<file path="src/rtl/falafel_pkg.sv">
// falafel_pkg: types and constants shared by the falafel allocator blocks.
//   DATA_W                 : machine word / address width
//   BLOCK_NEXT_ADDR_OFFSET : byte offset of the next_addr word inside a block header
//   EMPTY_KEY              : value of a free lock word
//   LOCK_ADDR_DEFAULT      : default byte address of the allocator lock word
//   LOCK_SET_VAL_DEFAULT   : default value written to claim the lock
//   header_t / header_req_t / header_rsp_t / req_lsu_op_e : LSU request/response types
package falafel_pkg;

  localparam int DATA_W = 64;

  localparam logic [DATA_W-1:0] BLOCK_NEXT_ADDR_OFFSET = 64'd8;
  localparam logic [DATA_W-1:0] EMPTY_KEY              = 64'h0;
  localparam logic [DATA_W-1:0] LOCK_ADDR_DEFAULT      = 64'h0;
  localparam logic [DATA_W-1:0] LOCK_SET_VAL_DEFAULT   = 64'h1;

  // Codes 5..7 are unrecognised and answered without memory traffic.
  typedef enum logic [2:0] {
    LOAD                    = 3'd0,
    EDIT_SIZE_AND_NEXT_ADDR = 3'd1,
    EDIT_NEXT_ADDR          = 3'd2,
    LOCK                    = 3'd3,
    UNLOCK                  = 3'd4
  } req_lsu_op_e;

  typedef struct packed {
    logic [DATA_W-1:0] addr;
    logic [DATA_W-1:0] size;
    logic [DATA_W-1:0] next_addr;
  } header_t;

  typedef struct packed {
    logic        val;
    req_lsu_op_e lsu_op;
    header_t     header;
  } header_req_t;

  typedef struct packed {
    logic    val;
    header_t header;
  } header_rsp_t;

endpackage

</file>
<file path="src/rtl/falafel_lsu.sv">
// falafel_lsu: load/store unit that walks allocator block headers in word memory.
//   clk_i, rst_ni       : clock, asynchronous active-low reset
//   req_i / req_rdy_o   : request in (header_req_t), accepted when both high
//   rsp_o / rsp_rdy_i   : registered response out (header_rsp_t), consumed when both high
//   mem_req_o, mem_we_o, mem_addr_o, mem_wdata_o : memory request, held until mem_gnt_i
//   mem_gnt_i, mem_rvalid_i, mem_rdata_i         : grant, read-data valid, read data
// Operations: LOAD reads size and next_addr; EDIT_* write them; LOCK spins on the
// lock word until free then claims it; UNLOCK frees it; other codes just echo.
// Build option: define FALAFEL_LSU_LOCK_EN to give LOCK/UNLOCK real memory traffic;
// without it they are echoed like an unrecognised op and the lock logic is absent.
module falafel_lsu
  import falafel_pkg::*;
#(
  parameter logic [DATA_W-1:0] LOCK_ADDR    = LOCK_ADDR_DEFAULT,
  parameter logic [DATA_W-1:0] LOCK_SET_VAL = LOCK_SET_VAL_DEFAULT
) (
  input  logic              clk_i,
  input  logic              rst_ni,
  input  header_req_t       req_i,
  output logic              req_rdy_o,
  output header_rsp_t       rsp_o,
  input  logic              rsp_rdy_i,
  output logic              mem_req_o,
  output logic              mem_we_o,
  output logic [DATA_W-1:0] mem_addr_o,
  output logic [DATA_W-1:0] mem_wdata_o,
  input  logic              mem_gnt_i,
  input  logic              mem_rvalid_i,
  input  logic [DATA_W-1:0] mem_rdata_i
);

  // RD_* issue a read and leave on grant; WT_* wait for its data. Only WT_*
  // states look at mem_rvalid_i, so stray or post-reset read data is dropped.
  localparam logic [3:0] IDLE      = 4'd0;
  localparam logic [3:0] RD_SIZE   = 4'd1;
  localparam logic [3:0] WT_SIZE   = 4'd2;
  localparam logic [3:0] RD_NEXT   = 4'd3;
  localparam logic [3:0] WT_NEXT   = 4'd4;
  localparam logic [3:0] WR_SIZE   = 4'd5;
  localparam logic [3:0] WR_NEXT   = 4'd6;
  localparam logic [3:0] RSP       = 4'd7;
`ifdef FALAFEL_LSU_LOCK_EN
  localparam logic [3:0] LOCK_RD   = 4'd8;
  localparam logic [3:0] LOCK_WT   = 4'd9;
  localparam logic [3:0] LOCK_WR   = 4'd10;
  localparam logic [3:0] UNLOCK_WR = 4'd11;
`else
  // Parameters kept for a uniform instantiation interface; unused in this build.
  logic unused_lock_cfg;
  assign unused_lock_cfg = ^{LOCK_ADDR, LOCK_SET_VAL};
`endif

  logic [3:0]        state_q;
  header_t           hdr_q;
  header_rsp_t       rsp_q;
  logic              live_q;
  logic [DATA_W-1:0] next_ptr;

  // Wraps modulo 2^DATA_W by construction.
  assign next_ptr = hdr_q.addr + BLOCK_NEXT_ADDR_OFFSET;

  // live_q keeps req_rdy_o low while reset is applied; IDLE alone cannot.
  assign req_rdy_o = live_q && (state_q == IDLE);
  assign rsp_o     = rsp_q;

  // NOTE: all state uses non-blocking assignments so every register samples the
  // pre-edge values; blocking here would make ordering of statements matter.
  always_ff @(posedge clk_i or negedge rst_ni) begin
    if (!rst_ni) begin
      // NOTE: the header register is reset too, so mem_addr_o/mem_wdata_o are
      // defined from reset and an abandoned request leaves nothing behind.
      state_q <= IDLE;
      hdr_q   <= '0;
      rsp_q   <= '0;
      live_q  <= 1'b0;
    end else begin
      live_q <= 1'b1;
      case (state_q)
        IDLE: begin
          if (req_i.val && req_rdy_o) begin
            hdr_q <= req_i.header;
            case (req_i.lsu_op)
              LOAD:                    state_q <= RD_SIZE;
              EDIT_SIZE_AND_NEXT_ADDR: state_q <= WR_SIZE;
              EDIT_NEXT_ADDR:          state_q <= WR_NEXT;
`ifdef FALAFEL_LSU_LOCK_EN
              LOCK:                    state_q <= LOCK_RD;
              UNLOCK:                  state_q <= UNLOCK_WR;
`endif
              default: begin
                rsp_q   <= '{val: 1'b1, header: req_i.header};
                state_q <= RSP;
              end
            endcase
          end
        end
        RD_SIZE: if (mem_gnt_i) state_q <= WT_SIZE;
        WT_SIZE: begin
          if (mem_rvalid_i) begin
            hdr_q.size <= mem_rdata_i;
            state_q    <= RD_NEXT;
          end
        end
        RD_NEXT: if (mem_gnt_i) state_q <= WT_NEXT;
        WT_NEXT: begin
          if (mem_rvalid_i) begin
            rsp_q <= '{val: 1'b1,
                       header: '{addr: hdr_q.addr, size: hdr_q.size, next_addr: mem_rdata_i}};
            state_q <= RSP;
          end
        end
        WR_SIZE: if (mem_gnt_i) state_q <= WR_NEXT;
        WR_NEXT: begin
          if (mem_gnt_i) begin
            rsp_q   <= '{val: 1'b1, header: hdr_q};
            state_q <= RSP;
          end
        end
`ifdef FALAFEL_LSU_LOCK_EN
        LOCK_RD: if (mem_gnt_i) state_q <= LOCK_WT;
        LOCK_WT: begin
          // Spin: a held lock sends us back to re-read it.
          if (mem_rvalid_i) state_q <= (mem_rdata_i == EMPTY_KEY) ? LOCK_WR : LOCK_RD;
        end
        LOCK_WR, UNLOCK_WR: begin
          if (mem_gnt_i) begin
            rsp_q   <= '{val: 1'b1, header: hdr_q};
            state_q <= RSP;
          end
        end
`endif
        RSP: begin
          if (rsp_rdy_i) begin
            rsp_q   <= '0;
            state_q <= IDLE;
          end
        end
        default: state_q <= IDLE;
      endcase
    end
  end

  // Memory port is a pure decode of registered state, so it cannot change
  // while a request waits for its grant.
  // NOTE: every output gets a default before the case so no latch is inferred.
  always_comb begin
    mem_req_o   = 1'b0;
    mem_we_o    = 1'b0;
    mem_addr_o  = '0;
    mem_wdata_o = '0;
    case (state_q)
      RD_SIZE: begin
        mem_req_o  = 1'b1;
        mem_addr_o = hdr_q.addr;
      end
      RD_NEXT: begin
        mem_req_o  = 1'b1;
        mem_addr_o = next_ptr;
      end
      WR_SIZE: begin
        mem_req_o   = 1'b1;
        mem_we_o    = 1'b1;
        mem_addr_o  = hdr_q.addr;
        mem_wdata_o = hdr_q.size;
      end
      WR_NEXT: begin
        mem_req_o   = 1'b1;
        mem_we_o    = 1'b1;
        mem_addr_o  = next_ptr;
        mem_wdata_o = hdr_q.next_addr;
      end
`ifdef FALAFEL_LSU_LOCK_EN
      LOCK_RD: begin
        mem_req_o  = 1'b1;
        mem_addr_o = LOCK_ADDR;
      end
      LOCK_WR: begin
        mem_req_o   = 1'b1;
        mem_we_o    = 1'b1;
        mem_addr_o  = LOCK_ADDR;
        mem_wdata_o = LOCK_SET_VAL;
      end
      UNLOCK_WR: begin
        mem_req_o   = 1'b1;
        mem_we_o    = 1'b1;
        mem_addr_o  = LOCK_ADDR;
        mem_wdata_o = EMPTY_KEY;
      end
`endif
      default: ;
    endcase
  end

endmodule

</file>
<file path="config.mk">
export PLATFORM = sky130hd
export DESIGN_NAME = falafel_lsu
export DESIGN_NICKNAME = d
export VERILOG_FILES = /design/src/rtl/falafel_pkg.sv /design/src/rtl/falafel_lsu.sv
export SDC_FILE = /design/constraint.sdc
export NUM_CORES = 1
export LEC_CHECK = 0
export CAP_MARGIN = 20
export CELL_PAD_IN_SITES_DETAIL_PLACEMENT = 2
export CELL_PAD_IN_SITES_GLOBAL_PLACEMENT = 2
export CORE_MARGIN = 1
export CORE_UTILIZATION = 29
export DETAILED_ROUTE_END_ITERATION = 10
export GPL_ROUTABILITY_DRIVEN = 0
export PLACE_DENSITY_LB_ADDON = 0.3
export SLEW_MARGIN = 20
export SYNTH_ARGS = -nofsm -noshare
export SYNTH_HDL_FRONTEND = slang
export SYNTH_SLANG_ARGS = --single-unit
export TNS_END_PERCENT = 20
</file>
<file path="constraint.sdc">
create_clock -name clk_i -period 2.72 [get_ports clk_i]
set_input_delay 0.544 -clock clk_i [delete_from_list [all_inputs] [get_ports clk_i]]
set_output_delay 0.544 -clock clk_i [all_outputs]
set_load 0.02 [all_outputs]
</file>
==> results of run 1 <==
[critical path, stage by stage, from the launching register on]
cell and delay (ns):
sky130_fd_sc_hd__dfrtp_1 0.48, sky130_fd_sc_hd__nand3_1 0.20, sky130_fd_sc_hd__nor4_4 0.34, sky130_fd_sc_hd__buf_4 0.19
sky130_fd_sc_hd__nand3_4 0.15, sky130_fd_sc_hd__buf_6 0.17, sky130_fd_sc_hd__or4_4 0.50, sky130_fd_sc_hd__a22oi_2 0.30
sky130_fd_sc_hd__buf_6 0.17
[report_power, final]
part | leakage (nW) | internal [mW] | switching, mW
sequential | 4.58 | 8.87 | 2.58
clock | 0.815 | 4.16 | 2.83
combinational | 8.48 | 12.9 | 17.6
[stage by stage]
step | setup WS (ns) | power, mW | hold slack, ns
2_1_floorplan | -0.0942 | 24.2 | 0.248
3_3_place_gp | -0.638 | 35.7 | 0.506
3_5_place_dp | -0.720 | 36.8 | 0.519
4_1_cts | -0.619 | 45.9 | 0.532
5_1_grt | -0.932 | 50.8 | 0.548
6_report | -0.938 | 48.9 | 0.529
[registers in the layout (all words and copies together) (netlist names)]
| register | cells |
|---|---|
| hdr_q | 192 |
| live_q | 1 |
| rsp_o | 193 |
| state_q | 3 |
[synthesized netlist by cell type, types with 2 or more instances]
library cell                 n  area share (%)
sky130_fd_sc_hd__mux2_2    194              11
sky130_fd_sc_hd__nor2b_1     4            0.13
sky130_fd_sc_hd__a21o_1      5            0.19
sky130_fd_sc_hd__mux2i_1    14            0.71
sky130_fd_sc_hd__nand3_1    40             1.0
sky130_fd_sc_hd__o31ai_1     4            0.15
sky130_fd_sc_hd__a21oi_1   220             5.6
sky130_fd_sc_hd__buf_2      49             1.3
sky130_fd_sc_hd__inv_1      10            0.19
sky130_fd_sc_hd__dfrtp_1   389              50
sky130_fd_sc_hd__clkbuf_1  135             2.6
sky130_fd_sc_hd__nor3_1     10            0.26
sky130_fd_sc_hd__or4_1      15            0.57
sky130_fd_sc_hd__or3_1       4            0.13
sky130_fd_sc_hd__nor4_4      3            0.33
sky130_fd_sc_hd__a22o_1     66             2.9
sky130_fd_sc_hd__and3_1      8            0.26
sky130_fd_sc_hd__buf_4       2           0.077
sky130_fd_sc_hd__buf_1       3           0.057
sky130_fd_sc_hd__nor4_1     17            0.54
sky130_fd_sc_hd__o311ai_0    4            0.18
sky130_fd_sc_hd__a22oi_1   193             7.4
sky130_fd_sc_hd__o21ai_0    52             1.3
sky130_fd_sc_hd__nand4_1    32             1.0
sky130_fd_sc_hd__nand2_1    53             1.0
sky130_fd_sc_hd__and2_1      6            0.19
sky130_fd_sc_hd__o22ai_1    53             1.7
sky130_fd_sc_hd__a31oi_1    24            0.77
sky130_fd_sc_hd__o41ai_1     5            0.22
sky130_fd_sc_hd__nand3b_1    4            0.15
sky130_fd_sc_hd__a41oi_1     4            0.18
sky130_fd_sc_hd__or2_2       3           0.096
sky130_fd_sc_hd__nor2_1    329             6.3
sky130_fd_sc_hd__o211ai_1   17            0.65
sky130_fd_sc_hd__nand3_2     2            0.10
[cells by family after synthesis]
logic type	Yosys count	share of synthesized area [%]
AOI/OAI and AO/OA	658	21.9
adders and majority gates	1	0.0638
buffers and inverters	200	4.18
DFF	389	49.6
muxes	208	11.9
other	1	0.0191
and+or+nand+nor	536	12.4
[what timing repair did]
item | CTS | global route
pin swaps | 73 | 88
buffers inserted | 50 | 75
hold buffers | 1 | 0
hold endpoints to repair | 48 | 0
gates cloned | 7 | 4
setup endpoints to repair | 312 | 319
resized for setup | 717 | 343
[worst paths after layout]
path                                             start                     end  slack [ns]  depth (start not counted)
worst max-delay path            hdr_q[153]$_DFFE_PN0P_          mem_addr_o[53]       -0.94                          8
worst min-delay path                            rst_ni  hdr_q[189]$_DFFE_PN0P_        0.53                          2
worst max register to register  state_q[1]$_DFFE_PN0P_  rsp_o[160]$_DFFE_PN0P_       -0.02                          9
worst min register to register   hdr_q[18]$_DFFE_PN0P_   hdr_q[18]$_DFFE_PN0P_        0.53                          1
max in group asynchronous                       rst_ni   hdr_q[89]$_DFFE_PN0P_        1.26                          3
min in group clk_i               hdr_q[18]$_DFFE_PN0P_   hdr_q[18]$_DFFE_PN0P_        0.53                          1
[layer usage]
layer  wire length [microns]  vias to the layer above  track usage (%)  share of wire, %
met4                    6420                       10             13.9               5.5
li1                        -                     9026                -                 -
met5                      62                        -                0             0.053
met1                   43800                    11300             34.8                37
met2                   58800                      984             53.3                50
met3                    8530                      375             7.95               7.3
[final cells by class]
class,instances,area [sq um]
Timing Repair Buffer,952,9470
Clock inverter,15,254
Clock buffer,69,1410
Multi-Input combinational cell,1404,10300
Tap cell,864,1080
Fill cell,6651,34000
Inverter,10,37.5
Sequential cell,389,9740
Antenna cell,12,30.0
==> out/qor.yml, run 1 <==
run_status: "complete, but fails checks"
failed_checks: "negative setup slack"
dr.first_iter.drc_count: 1552
final_core_util_pct: 48.8
max_clock_freq_ghz: 0.273
final_cells: 3715
globalRoute.totalOverflow: 0
drcViolationCount: 0
nets: 3070
die_y_microns: 262
worst_clock_skew_ns: 0.0129
layout.cell_area.non_filler_sq_um: 32400
worstPathMaxFanout: 3
mappedNetlistNets: 2259
mostFrequentLayoutCells: "sky130_fd_sc_hd__clkdlybuf4s50_1, sky130_fd_sc_hd__dfrtp_1, sky130_fd_sc_hd__nor2_1"
io_buffer_count: 588
hpwl_mm: 70.5
cts.sink_count: 389
clk_transition_reported_paths_ns: 0.07
power_density_nw_per_um2: 1510
number_of_global_route_vias_before_repair: 23400
synthesis.area_sq_um: 19600
hold_viol_final: 0
ys.warnings.count: 0
aggregate_routed_wire_length_mm: 118
timing_worst_setup_path_type: "reg -> out"
asyncSetResetFlopFracSynth_pct: 100
avgViaCountPerCell: 5.84
htree_levels: 2
cp_arrival_ns: 3.11
min_period_over_period_pct: 134
clock_latency_reported_for_the_late_side_of_the_worst_skew_pair_ns: 0.60
numCtsBuffers: 47
grt_pass1_wl_mm: 158
dieArea_sq_um: 68700
initial_utilization_pct: 29.6
setup-violations-final: 117
min-delay-path-class: "in -> async"
final-max-slew-violation-count: 0
synth_edf_count: 0
grt_usage_pct: 30.5
syn-mean-instance-area_sq_um: 9.84
timing.setup.tns_ns: -36.69
drive_above_1_share_pct: 33.1
placedCellCount: 3490
grt_antenna_before_repair: 16
worst_slack_ns: -0.938
postSynthCellCount: 1993
timing.final.crit_period_ns: 3.66
placement.cell_area_sq_um: 28000
ioPinCount: 589
antenna_left: 0
tritoncts: "done"
avgRoutedWirePerCell_microns: 31.7
grt_start_max_net_pins: 147
core_area_sq_um: 66300
synth_seq_area_share_pct: 49.6
rsz_0062_raised_after_global_routing: "yes"
mostFrequentLayoutCell: "sky130_fd_sc_hd__clkdlybuf4s50_1"
number_of_cell_rows: 94
synth.lib_cells_used.distinct: 55
critical_path_required_ns: 2.18
start_kind: "flip-flop"
clock_path_buffers: 3
setup.worst_path.end_class: "output port"
route.vias.total: 21700
area.growth.synth_to_final_pct: 64.9
drv_cap: 0
tightest_slew_ns: 0.929
flops_latches_synth: 389
irDropWorstVdd_mv: 0.920
ys.flop_type: "sky130_fd_sc_hd__dfrtp_1"
cts_root_buffer: "sky130_fd_sc_hd__clkbuf_16"
drt_pre_antenna_iters: 5
leakage_power_summed_over_all_cells_nw: 13.9
die-width_microns: 262
slew_headroom_pct: 38.0
Power figures use the tool's default switching activity.
==> run 2, diff against run 1 <==
Settings changed: SKIP_LAST_GASP set to 1.
==> run 2 against run 1 <==
  * The flow still finishes with violations (negative setup slack)
  * Sequential power hardly changed
  * Register-to-register slack worse by 0.23 ns
  * Die area stayed put
  * Final cell count is 0.51% lower
  * Worst hold slack better by 0.0022 ns
  * Largest power group unchanged
==> out/qor.yml, run 2 (same netlist as run 1, synthesis figures left out) <==
antenna_left: 0  # unchanged
final-max-slew-violation-count: 0  # unchanged
run_status: "complete, but fails checks"
timing_worst_setup_path_type: "reg -> out"
cts_root_buffer: "sky130_fd_sc_hd__clkbuf_16"
hpwl_mm: 70.5  # unchanged
power_density_nw_per_um2: 1500  # -0.50%
timing.reg2reg.setup_slack_ns: -0.25  # -0.23 ns
dieArea_sq_um: 68700  # unchanged
grt_usage_pct: 30.2  # -0.27 points
drive_above_1_share_pct: 30.6  # -2.6 points
largest_reg_flops: 193  # unchanged
timing.setup.tns_ns: -57.22  # -20.53 ns
timing.rr.end: "rsp_o[131]$_DFFE_PN0P_"
clock_path_buffers: 3  # unchanged
globalRoute.totalOverflow: 0  # unchanged
cts.sink_count: 389  # unchanged
fillerInstances: 6734  # +1.2%
drt_pre_antenna_iters: 5  # unchanged
max_clock_freq_ghz: 0.277  # +1.3%
nets: 3050  # -0.65%
rsz_0062_raised_after_global_routing: "yes"
cp_top_family: "buffers and inverters"
die_y_microns: 262  # unchanged
slew_headroom_pct: 25.2  # -13 points
irDropWorstVdd_mv: 0.912  # -0.93%
drcViolationCount: 0  # unchanged
area.growth.synth_to_final_pct: 62.4
die-width_microns: 262  # unchanged
tightest_slew_ns: 1.12  # +0.193 ns
drv_cap: 0  # unchanged
number_of_cell_rows: 94  # unchanged
worst-path-buf-inv: 4  # +1
leakage_power_summed_over_all_cells_nw: 13.5  # -2.7%
worst_r2r_startpoint: "state_q[1]$_DFFE_PN0P_"
worst_slack_ns: -0.892  # +0.0455 ns
failed_checks: "negative setup slack"
min_period_over_period_pct: 133  # -1.7 points
worstPathMaxFanout: 7  # +4
aggregate_routed_wire_length_mm: 116  # -1.8%
cp_common_cell: "sky130_fd_sc_hd__buf_4"
multi_input_area_sq_um: 10100  # -2.5%
io_buffer_count: 588  # unchanged
number_of_global_route_vias_before_repair: 23400  # -0.39%
worst_clock_skew_ns: 0.0141  # +0.00126 ns
dr.first_iter.drc_count: 1344  # -13%
numCtsBuffers: 47  # unchanged
critical_path_required_ns: 2.18  # about the same
pre_cts_ws_ns: -0.720  # unchanged
mostFrequentLayoutCells: "sky130_fd_sc_hd__clkdlybuf4s50_1, sky130_fd_sc_hd__dfrtp_1, sky130_fd_sc_hd__nor2_1"
timing.final.crit_period_ns: 3.61  # -0.0455 ns
min-delay-path-class: "in -> async"
avgViaCountPerCell: 5.76  # -1.4%
clk_transition_reported_paths_ns: 0.07  # about the same
clock_latency_reported_for_the_late_side_of_the_worst_skew_pair_ns: 0.61  # about the same
grt_start_max_net_pins: 147  # unchanged
r2r_cells: 9  # unchanged
core_area_sq_um: 66300  # unchanged
grt_antenna_before_repair: 16  # unchanged
start_kind: "flip-flop"
avgRoutedWirePerCell_microns: 31.3  # -1.3%
fin_hold_ws_ns: 0.531  # +0.00224 ns
route.vias.total: 21300  # -1.9%
critPathMaxStageDelay_ns: 0.43  # -0.07 ns
ioPinCount: 589  # unchanged
regArea_sq_um: 9740  # unchanged
grt_pass1_wl_mm: 156  # -0.85%
setup.worst_path.end_class: "output port"
hold_viol_final: 0  # unchanged
cp_slowest_cell: "sky130_fd_sc_hd__dfrtp_1"
htree_levels: 2  # unchanged
cp_arrival_ns: 3.07  # -0.04 ns
mostFrequentLayoutCell: "sky130_fd_sc_hd__clkdlybuf4s50_1"
setup-violations-final: 212  # +81%
initial_utilization_pct: 29.6  # unchanged
tritoncts: "done"
cp_cell_sequence: "buf_4 > nand4_1 > buf_4 > nor4_4 > nand4_1 > buf_4 > o311ai_1 > o211ai_1 > buf_4"
## run 2: cell types whose count changed in the layout (fill, tap and decap cells not counted), sizes merged
cell | before | now
buf | 480 | 420
clkdlybuf4s50 | 456 | 482
dlygate4sd2 | 0 | 13
bufbuf | 1 | 2
clkbuf | 82 | 83
diode | 12 | 13
dlymetal6s2s | 1 | 0
## run 2: worst max-delay path by stage
stage,from,endpoint,slack (ns),cells after the start
final,hdr_q[165]$_DFFE_PN0P_,mem_addr_o[57],-0.89,9
after global routing,hdr_q[165]$_DFFE_PN0P_,mem_addr_o[57],-0.96,9
after floorplan,state_q[2]$_DFFE_PN0P_,mem_addr_o[9],-0.09,7
after CTS,hdr_q[165]$_DFFE_PN0P_,mem_addr_o[53],-0.62,6
after detailed placement,hdr_q[131]$_DFFE_PN0P_,mem_addr_o[51],-0.72,8
after global placement,hdr_q[131]$_DFFE_PN0P_,mem_addr_o[51],-0.64,8
## run 2: layer usage
layer  part of all wire (%)  GRT usage (%)  vias to the layer above  routed length [microns]
met5                  0.052              0                        -                       60
met4                    4.7           11.5                       10                     5440
met3                    6.9           7.18                      301                     7920
met2                     51           53.7                      861                    58800
met1                     37           35.0                    11100                    43300
li1                       -              -                     8992                        -
## run 2: through the flow
step	util [%]	instance area [sq um]	power, mW	cells
5_1_grt	48.0	31800	50.0	3692
2_1_floorplan	-	19600	24.2	1993
6_report	48.0	31900	47.9	3696
3_5_place_dp	42.2	28000	36.8	3490
4_1_cts	46.6	30900	45.8	3628
3_3_place_gp	42.2	28000	35.7	3490
## run 2: where the power goes
group / internal, mW / switching (mW)
clock: 4.16 / 2.81
combinational: 12.5 / 17.1
sequential: 8.87 / 2.49
total: 25.5 / 22.4
## run 2: area by class of cell
type                       count  share of cell area [%]
sequential                   389                    30.6
antenna                       13                   0.102
tap                          864                    3.39
multi-input combinational   1404                    31.6
clock inverter                15                   0.797
timing repair buffer         932                    28.9
inverter                      10                   0.118
clock buffer                  69                    4.43
## run 2: worst register-to-register path, delay by kind of cell, from the launching register on
family | cells | cell delay (ns)
flops | 1 | 0.44
buf+inv | 5 | 1.42
simple gates | 1 | 0.17
compound gates | 3 | 0.84
## run 2: repair_timing
| item | in CTS | in global routing |
|---|---|---|
| resized for setup | 580 | 205 |
| setup buffers | 50 | 56 |
| setup endpoints to repair | 312 | 319 |
| hold endpoints to repair | 48 | 0 |
| gates cloned | 7 | 5 |
| hold buffers | 1 | 0 |
| pin swaps | 65 | 55 |
==> run 3, diff against run 2 <==
Settings changed: CAP_MARGIN 20 to unset, SKIP_CTS_REPAIR_TIMING set to 1.
==> run 3 against run 2 <==
  * Clock power is essentially flat
  * Core utilization shrank 1.2 points
  * The run still ends with negative setup slack left
  * Combinational power shrank 5%
  * Critical endpoint is now mem_addr_o[51]
  * Count of clock-buffer cells in the layout is the same
  * Largest power group unchanged
==> out/qor.yml, run 3 (same netlist as run 1, synthesis figures left out) <==
timing.rr.end: "rsp_o[169]$_DFFE_PN0P_"
initial_utilization_pct: 29.6  # unchanged
die_y_microns: 262  # unchanged
layout.cell_area.non_filler_sq_um: 31100  # -2.5%
tritoncts: "done"
max_clock_freq_ghz: 0.282  # +1.7%
fin_hold_ws_ns: 0.516  # -0.0159 ns
number_of_cell_rows: 94  # unchanged
grt_start_max_net_pins: 147  # unchanged
dr.first_iter.drc_count: 1265  # -5.9%
mostFrequentLayoutCell: "sky130_fd_sc_hd__clkdlybuf4s50_1"
placement.cell_area_sq_um: 28000  # unchanged
aggregate_routed_wire_length_mm: 108  # -6.7%
failed_checks: "negative setup slack"
number_of_global_route_vias_before_repair: 22200  # -4.9%
htree_levels: 2  # unchanged
route.vias.total: 20900  # -2.0%
largest_reg_flops: 193  # unchanged
core_area_sq_um: 66300  # unchanged
pre_cts_ws_ns: -0.720  # unchanged
drv_cap: 0  # unchanged
avgViaCountPerCell: 5.71  # -0.87%
run_status: "complete, but fails checks"
antenna_left: 0  # unchanged
grt_usage_pct: 27.5  # -2.8 points
final-max-slew-violation-count: 0  # unchanged
design_power_total_mw: 46.4  # -3.3%
area.growth.synth_to_final_pct: 58.4
irDropWorstVdd_mv: 0.862  # -5.5%
clock_latency_reported_for_the_late_side_of_the_worst_skew_pair_ns: 0.61  # about the same
io_buffer_count: 588  # unchanged
worstPathMaxFanout: 5  # -2
rsz_0062_raised_after_global_routing: "yes"
worst_r2r_startpoint: "state_q[1]$_DFFE_PN0P_"
hpwl_mm: 70.5  # unchanged
fillerInstances: 6749  # +0.22%
slew_headroom_pct: 36.3  # +11 points
leakage_power_summed_over_all_cells_nw: 13.2  # -2.2%
cts_root_buffer: "sky130_fd_sc_hd__clkbuf_16"
cts.sink_count: 389  # unchanged
clock_path_buffers: 3  # unchanged
cp_arrival_ns: 3.01  # -0.06 ns
mostFrequentLayoutCells: "sky130_fd_sc_hd__clkdlybuf4s50_1, sky130_fd_sc_hd__dfrtp_1, sky130_fd_sc_hd__nor2_1"
timing.reg2reg.setup_slack_ns: -0.32  # -0.07 ns
min-delay-path-class: "in -> async"
grt_pass1_wl_mm: 143  # -8.7%
timing.setup.tns_ns: -70.76  # -13.54 ns
setup-violations-final: 295  # +39%
numCtsBuffers: 47  # unchanged
grt_antenna_before_repair: 26  # +10
placedCellCount: 3490  # unchanged
die-width_microns: 262  # unchanged
final_core_util_pct: 46.8  # -1.2 points
dieArea_sq_um: 68700  # unchanged
timing.final.crit_period_ns: 3.55  # -0.0618 ns
clk_transition_reported_paths_ns: 0.08  # about the same
timing_worst_setup_path_type: "reg -> out"
r2r_cells: 9  # unchanged
worst_slack_ns: -0.831  # +0.0618 ns
nets: 3005  # -1.5%
drt_pre_antenna_iters: 5  # unchanged
hold_viol_final: 0  # unchanged
min_period_over_period_pct: 131  # -2.3 points
drcViolationCount: 0  # unchanged
ioPinCount: 589  # unchanged
worst_clock_skew_ns: 0.0255  # +0.0113 ns
avgRoutedWirePerCell_microns: 29.5  # -5.6%
power_density_nw_per_um2: 1490  # -0.83%
setup.worst_path.end_class: "output port"
globalRoute.totalOverflow: 0  # unchanged
drive_above_1_share_pct: 27.3  # -3.3 points
critical_path_required_ns: 2.18  # about the same
tightest_slew_ns: 0.955  # -0.167 ns
start_kind: "flip-flop"
final_cells: 3654  # -1.1%
-- run 3: worst max-delay path by stage --
stage | from | cells past startpoint | endpoint | slack, ns
final | hdr_q[161]$_DFFE_PN0P_ | 7 | mem_addr_o[51] | -0.83
after global routing | hdr_q[166]$_DFFE_PN0P_ | 9 | mem_addr_o[62] | -0.85
after CTS | hdr_q[131]$_DFFE_PN0P_ | 8 | mem_addr_o[51] | -1.37
after detailed placement | hdr_q[131]$_DFFE_PN0P_ | 8 | mem_addr_o[51] | -0.72
after global placement | hdr_q[131]$_DFFE_PN0P_ | 8 | mem_addr_o[51] | -0.64
after floorplan | state_q[2]$_DFFE_PN0P_ | 7 | mem_addr_o[9] | -0.09
-- run 3: metal layers --
| layer | global-route usage [%] | wire (microns) | vias to the layer above |
|---|---|---|---|
| li1 | - | - | 8887 |
| met4 | 10.9 | 5160 | 16 |
| met3 | 7.89 | 7730 | 288 |
| met2 | 47.6 | 54300 | 815 |
| met5 | 0 | 104 | - |
| met1 | 31.8 | 40600 | 10900 |
-- run 3: layout make-up --
| type | instances | area (sq um) | area share [%] |
|---|---|---|---|
| clock inverters | 15 | 254 | 0.818 |
| flip-flops and latches | 389 | 9750 | 31.4 |
| multi-input cells | 1404 | 9750 | 31.4 |
| repair buffers | 887 | 8740 | 28.1 |
| inverters | 10 | 37.5 | 0.121 |
| diodes | 16 | 40.0 | 0.129 |
| clock buffers | 69 | 1410 | 4.54 |
| well taps | 864 | 1080 | 3.48 |
-- run 3: worst max-delay path: stages, from the launching register on --
cell and delay, ns:
sky130_fd_sc_hd__dfrtp_1 0.37, sky130_fd_sc_hd__nand3_1 0.17, sky130_fd_sc_hd__buf_4 0.21, sky130_fd_sc_hd__nor4_2 0.35, sky130_fd_sc_hd__nand4_1 0.35, sky130_fd_sc_hd__or4_1 0.56, sky130_fd_sc_hd__o211ai_1 0.17, sky130_fd_sc_hd__buf_4 0.21
-- run 3: power by group --
part           internal [mW]  switching (mW)  total [mW]
registers               8.88            2.43        11.3
clock network           4.16            2.78        6.94
logic                   11.9            16.2        28.1
